==> config.mk <==
export PLATFORM = sky130hd
export DESIGN_NAME = seq_mult
export DESIGN_NICKNAME = d
export VERILOG_FILES = /design/src/rtl/seq_mult.sv
export SDC_FILE = /design/constraint.sdc
export NUM_CORES = 1
export LEC_CHECK = 0
export CAP_MARGIN = 20
export CORE_ASPECT_RATIO = 0.7
export CORE_MARGIN = 2
export CORE_UTILIZATION = 25
export CTS_BUF_LIST = sky130_fd_sc_hd__clkbuf_2 sky130_fd_sc_hd__clkbuf_4 sky130_fd_sc_hd__clkbuf_8
export DETAILED_ROUTE_END_ITERATION = 10
export DONT_BUFFER_PORTS = 1
export PLACE_DENSITY = 0.49
export SETUP_SLACK_MARGIN = 0.2
export SLEW_MARGIN = 20
export SYNTH_ARGS = -nofsm -noshare
export SYNTH_HDL_FRONTEND = slang
export SYNTH_SLANG_ARGS = --single-unit
==> constraint.sdc <==
create_clock -name clk -period 3.6 [get_ports clk]
set_input_delay 0.36 -clock clk [delete_from_list [all_inputs] [get_ports clk]]
set_output_delay 0.36 -clock clk [all_outputs]
set_load 0.02 [all_outputs]
==> src/rtl/seq_mult.sv <==
// Sequential shift-add multiplier: one partial-product row per clock, unsigned or
// two's-complement signed, with valid/ready handshakes on operands and product.
module seq_mult #(
  parameter int WIDTH = 6
) (
  input  logic               clk,
  input  logic               rst,
  input  logic               in_valid,
  output logic               in_ready,
  input  logic [WIDTH-1:0]   x,
  input  logic [WIDTH-1:0]   y,
  input  logic               sgn,
  output logic               out_valid,
  input  logic               out_ready,
  output logic [2*WIDTH-1:0] z,
  output logic               busy
);

  localparam int PW = 2 * WIDTH;
  localparam int CW = (WIDTH > 2) ? $clog2(WIDTH) : 1;

  typedef enum logic [1:0] {
    IDLE,
    BUSY,
    DONE
  } state_t;

  state_t          state, state_nxt;
  logic [CW-1:0]   cnt;
  logic [WIDTH-1:0] x_reg;
  logic signed [WIDTH-1:0] y_reg;
  logic            sgn_reg;
  logic [PW-1:0]   acc;
  logic            rdy_q;
  logic            accept;
  logic            last_iter;

  // One shift-add step; the top row of a signed multiplier carries weight -2^(W-1),
  // so it is subtracted instead of added.
  function automatic logic [PW-1:0] pp_step(
    input logic [PW-1:0]           p,
    input logic                    xbit,
    input logic signed [WIDTH-1:0] yv,
    input logic                    s,
    input logic [CW-1:0]           sh,
    input logic                    last
  );
    logic [PW-1:0] ext;
    logic [PW-1:0] addend;
    ext    = s ? {{WIDTH{yv[WIDTH-1]}}, yv} : {{WIDTH{1'b0}}, yv};
    addend = ext << sh;
    if (!xbit)
      pp_step = p;
    else if (s && last)
      pp_step = p - addend;
    else
      pp_step = p + addend;
  endfunction

  assign accept    = in_valid && rdy_q;
  assign last_iter = (cnt == CW'(WIDTH - 1));

  always_comb begin
    state_nxt = state;
    case (state)
      IDLE:    if (accept) state_nxt = BUSY;
      BUSY:    if (last_iter) state_nxt = DONE;
      DONE:    if (out_ready) state_nxt = IDLE;
      default: state_nxt = IDLE;
    endcase
  end

  always_ff @(posedge clk) begin
    if (rst) begin
      state <= IDLE;
      rdy_q <= 1'b0;
      cnt   <= '0;
      acc   <= '0;
    end else begin
      state <= state_nxt;
      rdy_q <= (state_nxt == IDLE);
      if (state == IDLE && accept) begin
        cnt <= '0;
        acc <= '0;
      end else if (state == BUSY) begin
        cnt <= cnt + CW'(1);
        acc <= pp_step(acc, x_reg[cnt], y_reg, sgn_reg, cnt, last_iter);
      end
    end
  end

  // Operand capture: only at accept, so later input changes are ignored.
  always_ff @(posedge clk) begin
    if (state == IDLE && accept) begin
      x_reg   <= x;
      y_reg   <= y;
      sgn_reg <= sgn;
    end
  end

  assign in_ready  = rdy_q;
  assign busy      = (state == BUSY);
  assign out_valid = (state == DONE);
  assign z         = acc;

endmodule

==> results of run 1 <==
-- cells in the final DEF, fill, tap and decap left out, types with 3 or more instances in the layout --
master,count
sky130_fd_sc_hd__xnor2_1,12
sky130_fd_sc_hd__nand2_1,18
sky130_fd_sc_hd__inv_1,10
sky130_fd_sc_hd__xor2_1,6
sky130_fd_sc_hd__nor2b_1,4
sky130_fd_sc_hd__buf_4,29
sky130_fd_sc_hd__a211oi_1,5
sky130_fd_sc_hd__clkbuf_8,5
sky130_fd_sc_hd__a31oi_1,5
sky130_fd_sc_hd__dfxtp_1,16
sky130_fd_sc_hd__edfxtp_1,13
sky130_fd_sc_hd__nor3b_1,3
sky130_fd_sc_hd__a21o_1,4
sky130_fd_sc_hd__mux2i_1,14
sky130_fd_sc_hd__o21ai_0,10
sky130_fd_sc_hd__o21a_1,4
sky130_fd_sc_hd__nor2_1,33
sky130_fd_sc_hd__ha_1,12
sky130_fd_sc_hd__a21oi_1,14
-- routing by layer --
layer | track usage [%] | routed length [microns]
met5 | 0 | 0
met2 | 16.16 | 1957
met1 | 16.75 | 2907
met3 | 4.357 | 323
met4 | 2.500 | 23
-- power groups by stage --
stage               Sequential, mW  Combinational, mW  Clock, mW
finish                       0.409              0.271      0.357
CTS                          0.408              0.258      0.373
global placement             0.417              0.252          0
detailed placement           0.417              0.251          0
floorplan                    0.409              0.192          0
global route                 0.412              0.304      0.390
-- cell usage after synthesis, types with 2 or more instances --
master,number
sky130_fd_sc_hd__nor2_1,33
sky130_fd_sc_hd__dfxtp_1,18
sky130_fd_sc_hd__nand2_1,18
sky130_fd_sc_hd__a21oi_1,15
sky130_fd_sc_hd__mux2i_1,15
sky130_fd_sc_hd__ha_1,14
sky130_fd_sc_hd__edfxtp_1,13
sky130_fd_sc_hd__xnor2_1,12
sky130_fd_sc_hd__o21ai_0,11
sky130_fd_sc_hd__inv_1,10
sky130_fd_sc_hd__a211oi_1,7
sky130_fd_sc_hd__xor2_1,6
sky130_fd_sc_hd__a31oi_1,5
sky130_fd_sc_hd__buf_2,5
sky130_fd_sc_hd__clkbuf_1,5
sky130_fd_sc_hd__nor2b_1,5
sky130_fd_sc_hd__a21o_1,4
sky130_fd_sc_hd__o21a_1,4
sky130_fd_sc_hd__nand3_1,3
sky130_fd_sc_hd__nor3_1,3
sky130_fd_sc_hd__nor3b_1,3
sky130_fd_sc_hd__or3_1,3
sky130_fd_sc_hd__and3_1,2
sky130_fd_sc_hd__buf_1,2
sky130_fd_sc_hd__mux2_2,2
sky130_fd_sc_hd__nand2b_1,2
sky130_fd_sc_hd__o21bai_1,2
sky130_fd_sc_hd__o22ai_1,2
-- worst paths after layout --
| check | endpoint | start | depth (start not counted) |
|---|---|---|---|
| worst max-delay path | z[11] | y_reg[1] | 16 |
| worst min-delay path | state[0] | rst | 1 |
| worst max register to register | z[11] | y_reg[1] | 16 |
| worst min register to register | z[0] | z[0] | 2 |
-- logic make-up (layout without fill, tap and decap cells) --
| group | count (synthesis) | after routing | share of synthesized area [%] |
|---|---|---|---|
| buf+inv | 24 | 48 | 4.687 |
| compound gates | 60 | 60 | 18.35 |
| mux | 20 | 20 | 9.994 |
| fa+ha+maj | 15 | 15 | 8.809 |
| xor+xnor | 19 | 19 | 8.131 |
| flops | 31 | 31 | 33.88 |
| simple gates | 78 | 78 | 16.15 |
-- stage by stage --
step	cell area [sq um]	power, mW	hold WS [ns]	worst slack, ns
final	2710	1.037	0.1305	0.3235
after CTS	2646	1.039	0.1158	0.2022
after global placement	2501	0.6688	0.4365	0.1172
after global routing	2710	1.107	0.1102	0.1214
after detailed placement	2501	0.6678	0.4351	0.1157
after floorplan	2233	0.6015	0.4324	0.3145
-- timing repair --
action	in CTS	in global routing
endpoints found under the hold margin	0	0
resized for setup	5	11
gates cloned	0	0
endpoints found under the setup margin	1	2
pin swaps	1	10
buffers inserted	3	1
-- area by class of cell --
type / instances / area (sq um) / share of cell area [%]
Clock inverter: 3 / 43.79 / 1.616
Sequential cell: 31 / 753.2 / 27.79
Inverter: 11 / 41.29 / 1.524
Multi-Input combinational cell: 192 / 1435 / 52.95
Tap cell: 120 / 150.1 / 5.540
Timing Repair Buffer: 29 / 217.7 / 8.033
Clock buffer: 5 / 68.82 / 2.539
==> results.txt, run 1 <==
----------------------------------------------------
[Drt]
  Post-Route WL ... around 5200 microns
  Average wire per cell in the routed design ... roughly 13 microns
  DRC Markers ... 0
  Routed via count ... between 1500 and 2000
  Number of design-rule violations left by the first detailed-router iteration ... roughly 110
  Routed Antenna Nets ... 0
  Vias per cell ... 4.637
  DRT Pass-1 Iters ... 4

[Worst setup path]
  Largest fanout on the critical path ... 3
  CP Class ... flop to flop
  Arrival time worst endpoint ... 3.51 ns
  Startpoint types ... flop
  Cell-by-cell listing of the critical path ... nor2b_4, a21oi_1, or3_1, ha_2, buf_4, o22ai_2, xor2_1, ha_1, o211ai_1, a21oi_2, a211oi_2, a221o_1, a31oi_1, xnor3_1, a211oi_2, a31o_1
  Worst Path Buf+Inv ... 1
  Crit end category ... flop
  Critical Path Most Common Cell ... sky130_fd_sc_hd__a211oi_2
  CP max-delay cell ... sky130_fd_sc_hd__or3_1
  Setup slack on the worst flop-to-flop path ... roughly 0.32 ns
  Biggest cell delay along the critical path ... roughly 0.37 ns
  Required time of the critical path ... approximately 3.8 ns
  Crit-path leading delay family ... compound AO/OA/AOI/OAI gates

[Timing]
  Share of the cycle needed by the critical path after routing ... about nine tenths
  Slew at the pin with the worst max-slew slack ... about 0.85 ns
  Final clock skew ... just over 0.01 ns
  Count of final setup violators ... 0
  Minimum clock period ... around 3.3 ns
  Number of hold-slack violations in the final timing report ... 0
  Setup repair after global routing missed its margin ... yes
  TNS Setup ... 0 ns
  Number of max-slew violations in the final report ... 0
  Headroom to the max-slew limit ... between 40% and 50%
  Highest clock frequency the design can meet ... roughly 0.31 GHz

[Logic synthesis]
  Dominant cells by area after synthesis ... sky130_fd_sc_hd__edfxtp_1 18%, sky130_fd_sc_hd__dfxtp_1 16%, sky130_fd_sc_hd__ha_1 7.9%
  Largest area contributor in the synthesized netlist ... sky130_fd_sc_hd__edfxtp_1
  Cell Area, Synth ... between 0.002 and 0.0025 sq mm
  Number of register bits inferred by synthesis ... 31
  Mean Syn Cell Area ... ~9.0 sq um
  Post-synthesis cell count ... ~250
  EDFF count, synth ... 13
  Share of synthesized area occupied by flip-flops and latches ... roughly 34%
  Area share of the largest cell type after synthesis ... 17.62%
  Primary FF master, synth ... sky130_fd_sc_hd__dfxtp_1
  Distinct cell type count of the synthesized netlist ... between 50 and 60
  Share of async-settable or async-resettable flops after synthesis ... 0%
  Post-synthesis net count ... between 200 and 300
  Count of synthesis-stage warnings from yosys ... 0

[Run status]
  Result of the run ... finished clean

[Global routing]
  Total routing resource utilization after global routing ... between 10% and 20%
  Largest net degree at the start of global routing ... 21
  Overflow left after global routing ... 0
  First-pass GRT wire length ... between 8000 and 9000 microns
  Number of antenna violations at the first check in global routing ... 0
  Via count of the first global-routing pass ... about 1700

[Pwr]
  Pwr/cell area ... ~380 mW/mm^2
  Internal power of the cells ... 0.7243 mW
  Switching pwr ... about 0.31 mW
  Static power due to leakage ... 1.085 nW
  Sequential share of power ... 39.5%
  Switch share ... 30.15%
  Relative contribution of combinational cells to total power ... approximately a quarter
  Largest voltage drop on the vdd net ... about 0.13 mV
  Clock power share ... 34.4%

[Job]
  Maximum Capacitance Violations ... 0

[Finish]
  Area Overhead vs Synth ... 22.30%
  Filler cells ... 906
  Flip-flop count of the largest register, all copies and words added ... 12
  Final antenna diode count ... 0
  Final net count ... just over 300
  Fraction of final layout cells with drive strength greater than 1 ... approximately 22%
  Number of non-filler instances in the completed layout ... 391
  Final core area utilization ... between 30% and 40%

[Die]
  Die outline width ... around 120 microns
  Effective utilization at floorplan ... 26.03%
  # IOs ... 32
  Placeable core region ... between 0.008 and 0.009 sq mm
  Die Outline Area ... approximately 0.0096 sq mm
  Std-Cell Rows ... 28
  Die boundary height ... 82.77 microns

[CTS]
  Clock sinks ... 31
  Clock latency of the later-clocked register in the worst-skew pair ... roughly 0.29 ns
  H-tree lvl count ... 2
  Root Buffer ... sky130_fd_sc_hd__clkbuf_8
  CTS clk-pin slew, worst paths ... 0.08 ns
  TritonCTS clock tree ... built
  Clock Path Buffers ... 2
  Number of hold-repair buffers added at the cts stage ... 0
  Clock buffers created by TritonCTS ... 5

[Worst hold path]
  Class of the tightest hold or removal check ... input port to flop

[Placed design]
  Cell count after placement ... 379
  GPL Wtd Cong ... approximately 0.84
  Number of input and output port buffers inserted ... 0
  Half-perimeter wire length after placement ... about 4100 microns

----------------------------------------------------
No activity file was read; power rests on OpenSTA's default activity.
==> run 2, diff against run 1 <==
--- a/config.mk
+++ b/config.mk
@@ -8,11 +8,12 @@
 export CAP_MARGIN = 20
 export CORE_ASPECT_RATIO = 0.7
 export CORE_MARGIN = 2
-export CORE_UTILIZATION = 25
+export CORE_UTILIZATION = 60
 export CTS_BUF_LIST = sky130_fd_sc_hd__clkbuf_2 sky130_fd_sc_hd__clkbuf_4 sky130_fd_sc_hd__clkbuf_8
 export DETAILED_ROUTE_END_ITERATION = 10
 export DONT_BUFFER_PORTS = 1
-export PLACE_DENSITY = 0.49
+export GPL_TIMING_DRIVEN = 0
+export PLACE_DENSITY = 0.88
 export SETUP_SLACK_MARGIN = 0.2
 export SLEW_MARGIN = 20
 export SYNTH_ARGS = -nofsm -noshare
==> run 2 against run 1 <==
Net effect:
- maximum frequency shrank 5.7%
- critical path depth shrank 2
- flip-flop and latch count is the same
- register-to-register slack lost 0.20 ns
- setup slack lost 0.20 ns
- routed wire length grew 13%
- power shrank 2.4%
- sequential power is essentially flat
- design area shrank 0.18%
- largest cell class unchanged
==> results.txt, run 2 (synthesized netlist as in run 1, its figures left out) <==
----------------------------------------------------
[Placed design]
  Half-perimeter wire length after placement ... about 3400 microns
  Number of input and output port buffers inserted ... 0
  Post-placement cell area ... 0.002308 sq mm
  GPL Wtd Cong ... approximately 0.97

[Worst setup path]
  Crit-path leading delay family ... compound AO/OA/AOI/OAI gates
  Worst Path Buf+Inv ... 1
  Cell-by-cell listing of the critical path ... buf_6, mux2_2, a21o_1, nor4_1, o21a_1, nor2_1, xor2_1, ha_1, o21ai_0, a221o_1, a31oi_1, xnor3_1, a211oi_2, a31o_1
  Biggest cell delay along the critical path ... between 0.3 and 0.4 ns
  Number of cell instances on the worst register-to-register path ... 14
  CP Class ... flop to flop
  CP max-delay cell ... sky130_fd_sc_hd__ha_1
  Startpoint types ... flop
  Setup slack on the worst flop-to-flop path ... between 0.1 and 0.15 ns
  Required time of the critical path ... 3.85 ns
  End of the worst register-to-register path ... z[11]
  Crit end category ... flop
  Worst r2r src ... cnt[1]
  Largest fanout on the critical path ... 10
  Arrival time worst endpoint ... 3.73 ns

[Drt]
  Vias per cell ... approximately 6.6
  Post-Route WL ... between 5000 and 6000 microns
  Number of design-rule violations left by the first detailed-router iteration ... ~260
  Average wire per cell in the routed design ... around 18 microns
  DRC Markers ... 0
  Routed via count ... ~2100
  DRT Pass-1 Iters ... 5
  Routed Antenna Nets ... 0

[Finish]
  Flip-flop count of the largest register, all copies and words added ... 12
  Leading cell type in the layout, fill and taps excluded ... sky130_fd_sc_hd__nor2_1
  Final core area utilization ... 76.50%
  Fraction of final layout cells with drive strength greater than 1 ... 24.26%
  Most frequent cells in the layout ... 33 x sky130_fd_sc_hd__nor2_1, 18 x sky130_fd_sc_hd__nand2_1, 17 x sky130_fd_sc_hd__buf_4
  Area of all placed cells without fillers ... around 0.0027 sq mm
  Final net count ... 303
  Area Overhead vs Synth ... 22.08%
  Filler cells ... approximately 220
  Final antenna diode count ... 0

[Worst hold path]
  Class of the tightest hold or removal check ... input port to flop
  Hold Path End ... state[1]
  Worst hold path cell count ... 1
  Hold wc startpoint ... rst

[Die]
  Std-Cell Rows ... 18
  Die boundary height ... around 55 microns
  # IOs ... 32
  Placeable core region ... about 0.0035 sq mm
  Effective utilization at floorplan ... a little over three fifths
  Die outline width ... 76.64 microns
  Die Outline Area ... roughly 0.0042 sq mm

[Pwr]
  Post-route total power ... around 1.0 mW
  Clock power share ... 29.5%
  Switch share ... 34.09%
  Internal power of the cells ... ~0.67 mW
  Sequential share of power ... 40.2%
  Switching pwr ... 0.3451 mW
  Relative contribution of combinational cells to total power ... roughly 30%
  Largest voltage drop on the vdd net ... 0.2988 mV
  Pwr/cell area ... approximately 370 mW/mm^2
  Static power due to leakage ... about 1.1 nW

[CTS]
  TritonCTS clock tree ... built
  CTS clk-pin slew, worst paths ... 0.08 ns
  Clock sinks ... 31
  Clock buffers created by TritonCTS ... 5
  Clock latency of the later-clocked register in the worst-skew pair ... 0.30 ns
  H-tree lvl count ... 2
  Number of hold-repair buffers added at the cts stage ... 0
  Clock Path Buffers ... 2
  Root Buffer ... sky130_fd_sc_hd__clkbuf_8

[Global routing]
  First-pass GRT wire length ... 7928 microns
  Largest net degree at the start of global routing ... 13
  Overflow left after global routing ... 0
  Total routing resource utilization after global routing ... about 25%
  Via count of the first global-routing pass ... around 1700
  Number of antenna violations at the first check in global routing ... 0

[Timing]
  Slew at the pin with the worst max-slew slack ... around 0.58 ns
  Setup repair after global routing missed its margin ... yes
  Final clock skew ... roughly 0.0028 ns
  Number of max-slew violations in the final report ... 0
  Headroom to the max-slew limit ... 61.66%
  Count of final setup violators ... 0
  Highest clock frequency the design can meet ... ~0.29 GHz
  Number of hold-slack violations in the final timing report ... 0
  Minimum clock period ... roughly 3.5 ns
  Share of the cycle needed by the critical path after routing ... between 90% and 100%

[Job]
  Maximum Capacitance Violations ... 0

[Run status]
  Result of the run ... finished clean

----------------------------------------------------
[run 2: cell types whose count changed in the layout (fill, tap and decap cells not counted), moves of 3 or more]
cell and change:
sky130_fd_sc_hd__buf_6 +4, sky130_fd_sc_hd__clkinvlp_4 +3, sky130_fd_sc_hd__buf_8 +3, sky130_fd_sc_hd__buf_4 -12
[run 2: area by class of cell]
class                      instances  area (sq um)  area share [%]
sequential                        31         753.2           27.84
multi-input combinational        192          1506           55.69
timing repair buffer              17         127.6           4.718
clock buffer                       5         68.82           2.544
inverter                          11         45.04           1.665
buffer                            13         117.6           4.348
tap                               50         62.56           2.313
clock inverter                     3         23.77          0.8788
[run 2: how the worst max path moves through the flow]
stage                     startpoint    end  slack, ns  cells past startpoint
after floorplan               cnt[0]  z[11]       0.31                     16
after global placement        cnt[2]  z[11]      -0.07                     16
after detailed placement      cnt[2]  z[11]      -0.12                     16
after CTS                     cnt[1]  z[11]       0.21                     15
after global routing          cnt[1]  z[11]       0.02                     14
final                         cnt[1]  z[11]       0.13                     14
[run 2: stage by stage]
| stage | setup TNS [ns] | instances | setup WS (ns) | hold slack, ns |
|---|---|---|---|---|
| after floorplan | 0 | 247 | 0.3145 | 0.4324 |
| after global placement | -0.07368 | 297 | -0.07368 | 0.4333 |
| after detailed placement | -0.1210 | 298 | -0.1210 | 0.4357 |
| after CTS | 0 | 314 | 0.2139 | 0.1238 |
| after global routing | 0 | 322 | 0.02467 | 0.1139 |
| final | 0 | 322 | 0.1261 | 0.1173 |
[run 2: power by group through the flow]
stage          clock network (mW)  registers (mW)  logic (mW)
2_1_floorplan                   0           0.409       0.192
4_1_cts                     0.294           0.405       0.258
3_3_place_gp                    0           0.413       0.222
5_1_grt                     0.309           0.409       0.330
6_report                    0.299           0.407       0.306
3_5_place_dp                    0           0.413       0.231
[run 2: layer usage]
metal / track usage, % / vias up / routed length [microns]
li1: - / 938 / -
met4: 6.364 / 0 / 193
met5: 0 / - / 0
met3: 8.416 / 38 / 539
met1: 31.26 / 999 / 2406
met2: 43.22 / 139 / 2750
[run 2: what timing repair did]
action                     4_1_cts  5_1_grt
buffers inserted                 8        8
resized for setup               15       31
pin swaps                        5        8
setup endpoints to repair        4        4
[run 2: worst register-to-register path: stages, from the launching register on]
cell	delay, ns
sky130_fd_sc_hd__dfxtp_2	0.35
sky130_fd_sc_hd__buf_6	0.17
sky130_fd_sc_hd__mux2_2	0.37
sky130_fd_sc_hd__a21o_1	0.22
sky130_fd_sc_hd__nor4_1	0.20
sky130_fd_sc_hd__o21a_1	0.20
sky130_fd_sc_hd__nor2_1	0.07
sky130_fd_sc_hd__xor2_1	0.15
sky130_fd_sc_hd__ha_1	0.38
sky130_fd_sc_hd__o21ai_0	0.13
sky130_fd_sc_hd__a221o_1	0.36
sky130_fd_sc_hd__a31oi_1	0.20
sky130_fd_sc_hd__xnor3_1	0.29
sky130_fd_sc_hd__a211oi_2	0.22
sky130_fd_sc_hd__a31o_1	0.12
==> run 3, diff against run 2 <==
--- a/config.mk
+++ b/config.mk
@@ -8,12 +8,11 @@
 export CAP_MARGIN = 20
 export CORE_ASPECT_RATIO = 0.7
 export CORE_MARGIN = 2
-export CORE_UTILIZATION = 60
-export CTS_BUF_LIST = sky130_fd_sc_hd__clkbuf_2 sky130_fd_sc_hd__clkbuf_4 sky130_fd_sc_hd__clkbuf_8
+export CORE_UTILIZATION = 50
 export DETAILED_ROUTE_END_ITERATION = 10
 export DONT_BUFFER_PORTS = 1
 export GPL_TIMING_DRIVEN = 0
-export PLACE_DENSITY = 0.88
+export PLACE_DENSITY = 0.77
 export SETUP_SLACK_MARGIN = 0.2
 export SLEW_MARGIN = 20
 export SYNTH_ARGS = -nofsm -noshare
==> run 3 against run 2 <==
Net effect:
- worst hold slack better by 0.0072 ns
- via count fell by 9.5%
- count of clock-buffer cells in the layout unchanged
- core utilization is 13 points lower
- global-route usage is 4.7 points lower
- setup slack improved by 0.10 ns
- first-iteration DRC count down 41%
- combinational power about the same
- register-to-register slack gained 0.10 ns
- power shrank 1.6%
- non-clock buffer count rose by 4
- largest power group unchanged
==> results.txt, run 3 (synthesized netlist as in run 1, its figures left out) <==
----------------------------------------------------
[Timing]
  Setup repair after global routing missed its margin ... yes
  Share of the cycle needed by the critical path after routing ... around 94%
  Number of max-slew violations in the final report ... 0
  Slew at the pin with the worst max-slew slack ... 0.5848 ns
  Number of hold-slack violations in the final timing report ... 0
  Final clock skew ... a little over 0.006 ns
  Minimum clock period ... 3.371 ns
  Count of final setup violators ... 0
  Headroom to the max-slew limit ... between 60% and 70%
  Highest clock frequency the design can meet ... slightly below 0.3 GHz

[CTS]
  Clock sinks ... 31
  CTS clk-pin slew, worst paths ... ~0.07 ns
  Clock buffers created by TritonCTS ... 5
  Number of hold-repair buffers added at the cts stage ... 0
  Clock Path Buffers ... 2
  H-tree lvl count ... 2
  Root Buffer ... sky130_fd_sc_hd__clkbuf_8
  Clock latency of the later-clocked register in the worst-skew pair ... roughly 0.3 ns
  TritonCTS clock tree ... built

[Placed design]
  GPL Wtd Cong ... 0.9096
  Half-perimeter wire length after placement ... between 3000 and 4000 microns
  Post-placement cell area ... ~0.0023 sq mm
  Number of input and output port buffers inserted ... 0

[Drt]
  DRT Pass-1 Iters ... 4
  Number of design-rule violations left by the first detailed-router iteration ... 154
  Post-Route WL ... about 5200 microns
  Average wire per cell in the routed design ... between 15 and 20 microns
  Routed Antenna Nets ... 0
  DRC Markers ... 0
  Routed via count ... around 1900
  Vias per cell ... just under 6

[Pwr]
  Pwr/cell area ... around 370 mW/mm^2
  Largest voltage drop on the vdd net ... ~0.28 mV
  Switching pwr ... 0.3264 mW
  Relative contribution of combinational cells to total power ... 30.4%
  Switch share ... 32.76%
  Internal power of the cells ... roughly 0.67 mW
  Static power due to leakage ... ~1.1 nW
  Sequential share of power ... about 41%
  Post-route total power ... 0.9963 mW
  Clock power share ... between 20 and 30%

[Die]
  Die boundary height ... between 50 and 60 microns
  Std-Cell Rows ... 20
  # IOs ... 32
  Effective utilization at floorplan ... 51.48%
  Die Outline Area ... 0.004989 sq mm
  Die outline width ... approximately 84 microns
  Placeable core region ... ~0.0043 sq mm

[Finish]
  Final antenna diode count ... 0
  Register Area ... roughly 750 sq um
  Final net count ... 307
  Leading cell type in the layout, fill and taps excluded ... sky130_fd_sc_hd__nor2_1
  Filler cells ... around 360
  Area of all placed cells without fillers ... between 0.002 and 0.003 sq mm
  Area Overhead vs Synth ... 22.76%
  Flip-flop count of the largest register, all copies and words added ... 12
  Fraction of final layout cells with drive strength greater than 1 ... a little under a quarter
  Final core area utilization ... a little over three fifths
  Most frequent cells in the layout ... 33 x sky130_fd_sc_hd__nor2_1, 21 x sky130_fd_sc_hd__buf_4, 18 x sky130_fd_sc_hd__nand2_1
  Multi-input gate area ... 0.001480 sq mm

[Worst setup path]
  Crit end category ... flop
  Required time of the critical path ... 3.84 ns
  Startpoint types ... flop
  Arrival time worst endpoint ... 3.61 ns
  CP Class ... flop to flop
  Largest fanout on the critical path ... 5

[Global routing]
  Overflow left after global routing ... 0
  Total routing resource utilization after global routing ... around a fifth
  Largest net degree at the start of global routing ... 13
  Via count of the first global-routing pass ... around 1700
  Number of antenna violations at the first check in global routing ... 0
  First-pass GRT wire length ... a little under 8000 microns

[Run status]
  Result of the run ... finished clean

[Job]
  Maximum Capacitance Violations ... 0

[Worst hold path]
  Class of the tightest hold or removal check ... input port to flop

----------------------------------------------------
-- run 3: path summary, 6_finish.rpt --
check / start / end / slack [ns] / cells after the start
hold reg to reg: state[0] / x_reg[5] / 0.61 / 1
hold / removal: rst / state[0] / 0.12 / 1
setup / recovery: cnt[0] / z[11] / 0.23 / 16
setup reg to reg: cnt[0] / z[11] / 0.23 / 16
-- run 3: layout make-up --
| class | count | area share (%) |
|---|---|---|
| repair buffers | 21 | 6.440 |
| well taps | 55 | 2.530 |
| inverters | 11 | 1.518 |
| clock inverters | 3 | 0.8740 |
| clock buffers | 5 | 2.530 |
| multi-input cells | 192 | 54.42 |
| plain buffers | 13 | 4.048 |
| flip-flops and latches | 31 | 27.64 |
-- run 3: metrics by stage --
stage               setup slack [ns]  hold slack (ns)  std cells  TNS, ns
floorplan                     0.3145           0.4324        247        0
global route                 0.09270           0.1131        331        0
global placement             -0.1329           0.4332        302  -0.1329
detailed placement           -0.1053           0.4344        303  -0.1053
CTS                           0.2084           0.1173        317        0
finish                        0.2294           0.1245        331        0
-- run 3: worst max-delay path: stages (launching register included) --
cell and delay (ns):
sky130_fd_sc_hd__dfxtp_2 0.35, sky130_fd_sc_hd__buf_6 0.13, sky130_fd_sc_hd__buf_8 0.12, sky130_fd_sc_hd__a21oi_2 0.06, sky130_fd_sc_hd__or3_4 0.40, sky130_fd_sc_hd__ha_4 0.18, sky130_fd_sc_hd__or3_4 0.38, sky130_fd_sc_hd__nand3_2 0.10
sky130_fd_sc_hd__ha_4 0.15, sky130_fd_sc_hd__o211ai_1 0.09, sky130_fd_sc_hd__a21oi_1 0.16, sky130_fd_sc_hd__a211oi_2 0.07, sky130_fd_sc_hd__a221o_1 0.39, sky130_fd_sc_hd__a31oi_1 0.17, sky130_fd_sc_hd__xnor3_1 0.27, sky130_fd_sc_hd__a211oi_2 0.19
sky130_fd_sc_hd__a31o_1 0.12
-- run 3: metal layers --
| metal | part of all wire (%) | global-route usage [%] | vias up |
|---|---|---|---|
| li1 | - | - | 944 |
| met1 | 45 | 26.69 | 892 |
| met2 | 47 | 33.03 | 68 |
| met3 | 6.5 | 5.939 | 9 |
| met4 | 1.6 | 6.912 | 0 |
| met5 | 0 | 0 | - |
-- run 3: repair_timing --
action,CTS,global route
pin swaps,4,14
endpoints found under the setup margin,4,5
setup buffers,6,13
gates resized for setup,14,25
gates cloned,0,1
-- run 3: power groups by stage --
stage | registers [mW] | logic (mW) | clock network (mW)
after floorplan | 0.409 | 0.192 | 0
after global placement | 0.413 | 0.224 | 0
after detailed placement | 0.413 | 0.232 | 0
after CTS | 0.405 | 0.248 | 0.296
after global routing | 0.408 | 0.329 | 0.308
final | 0.406 | 0.303 | 0.288
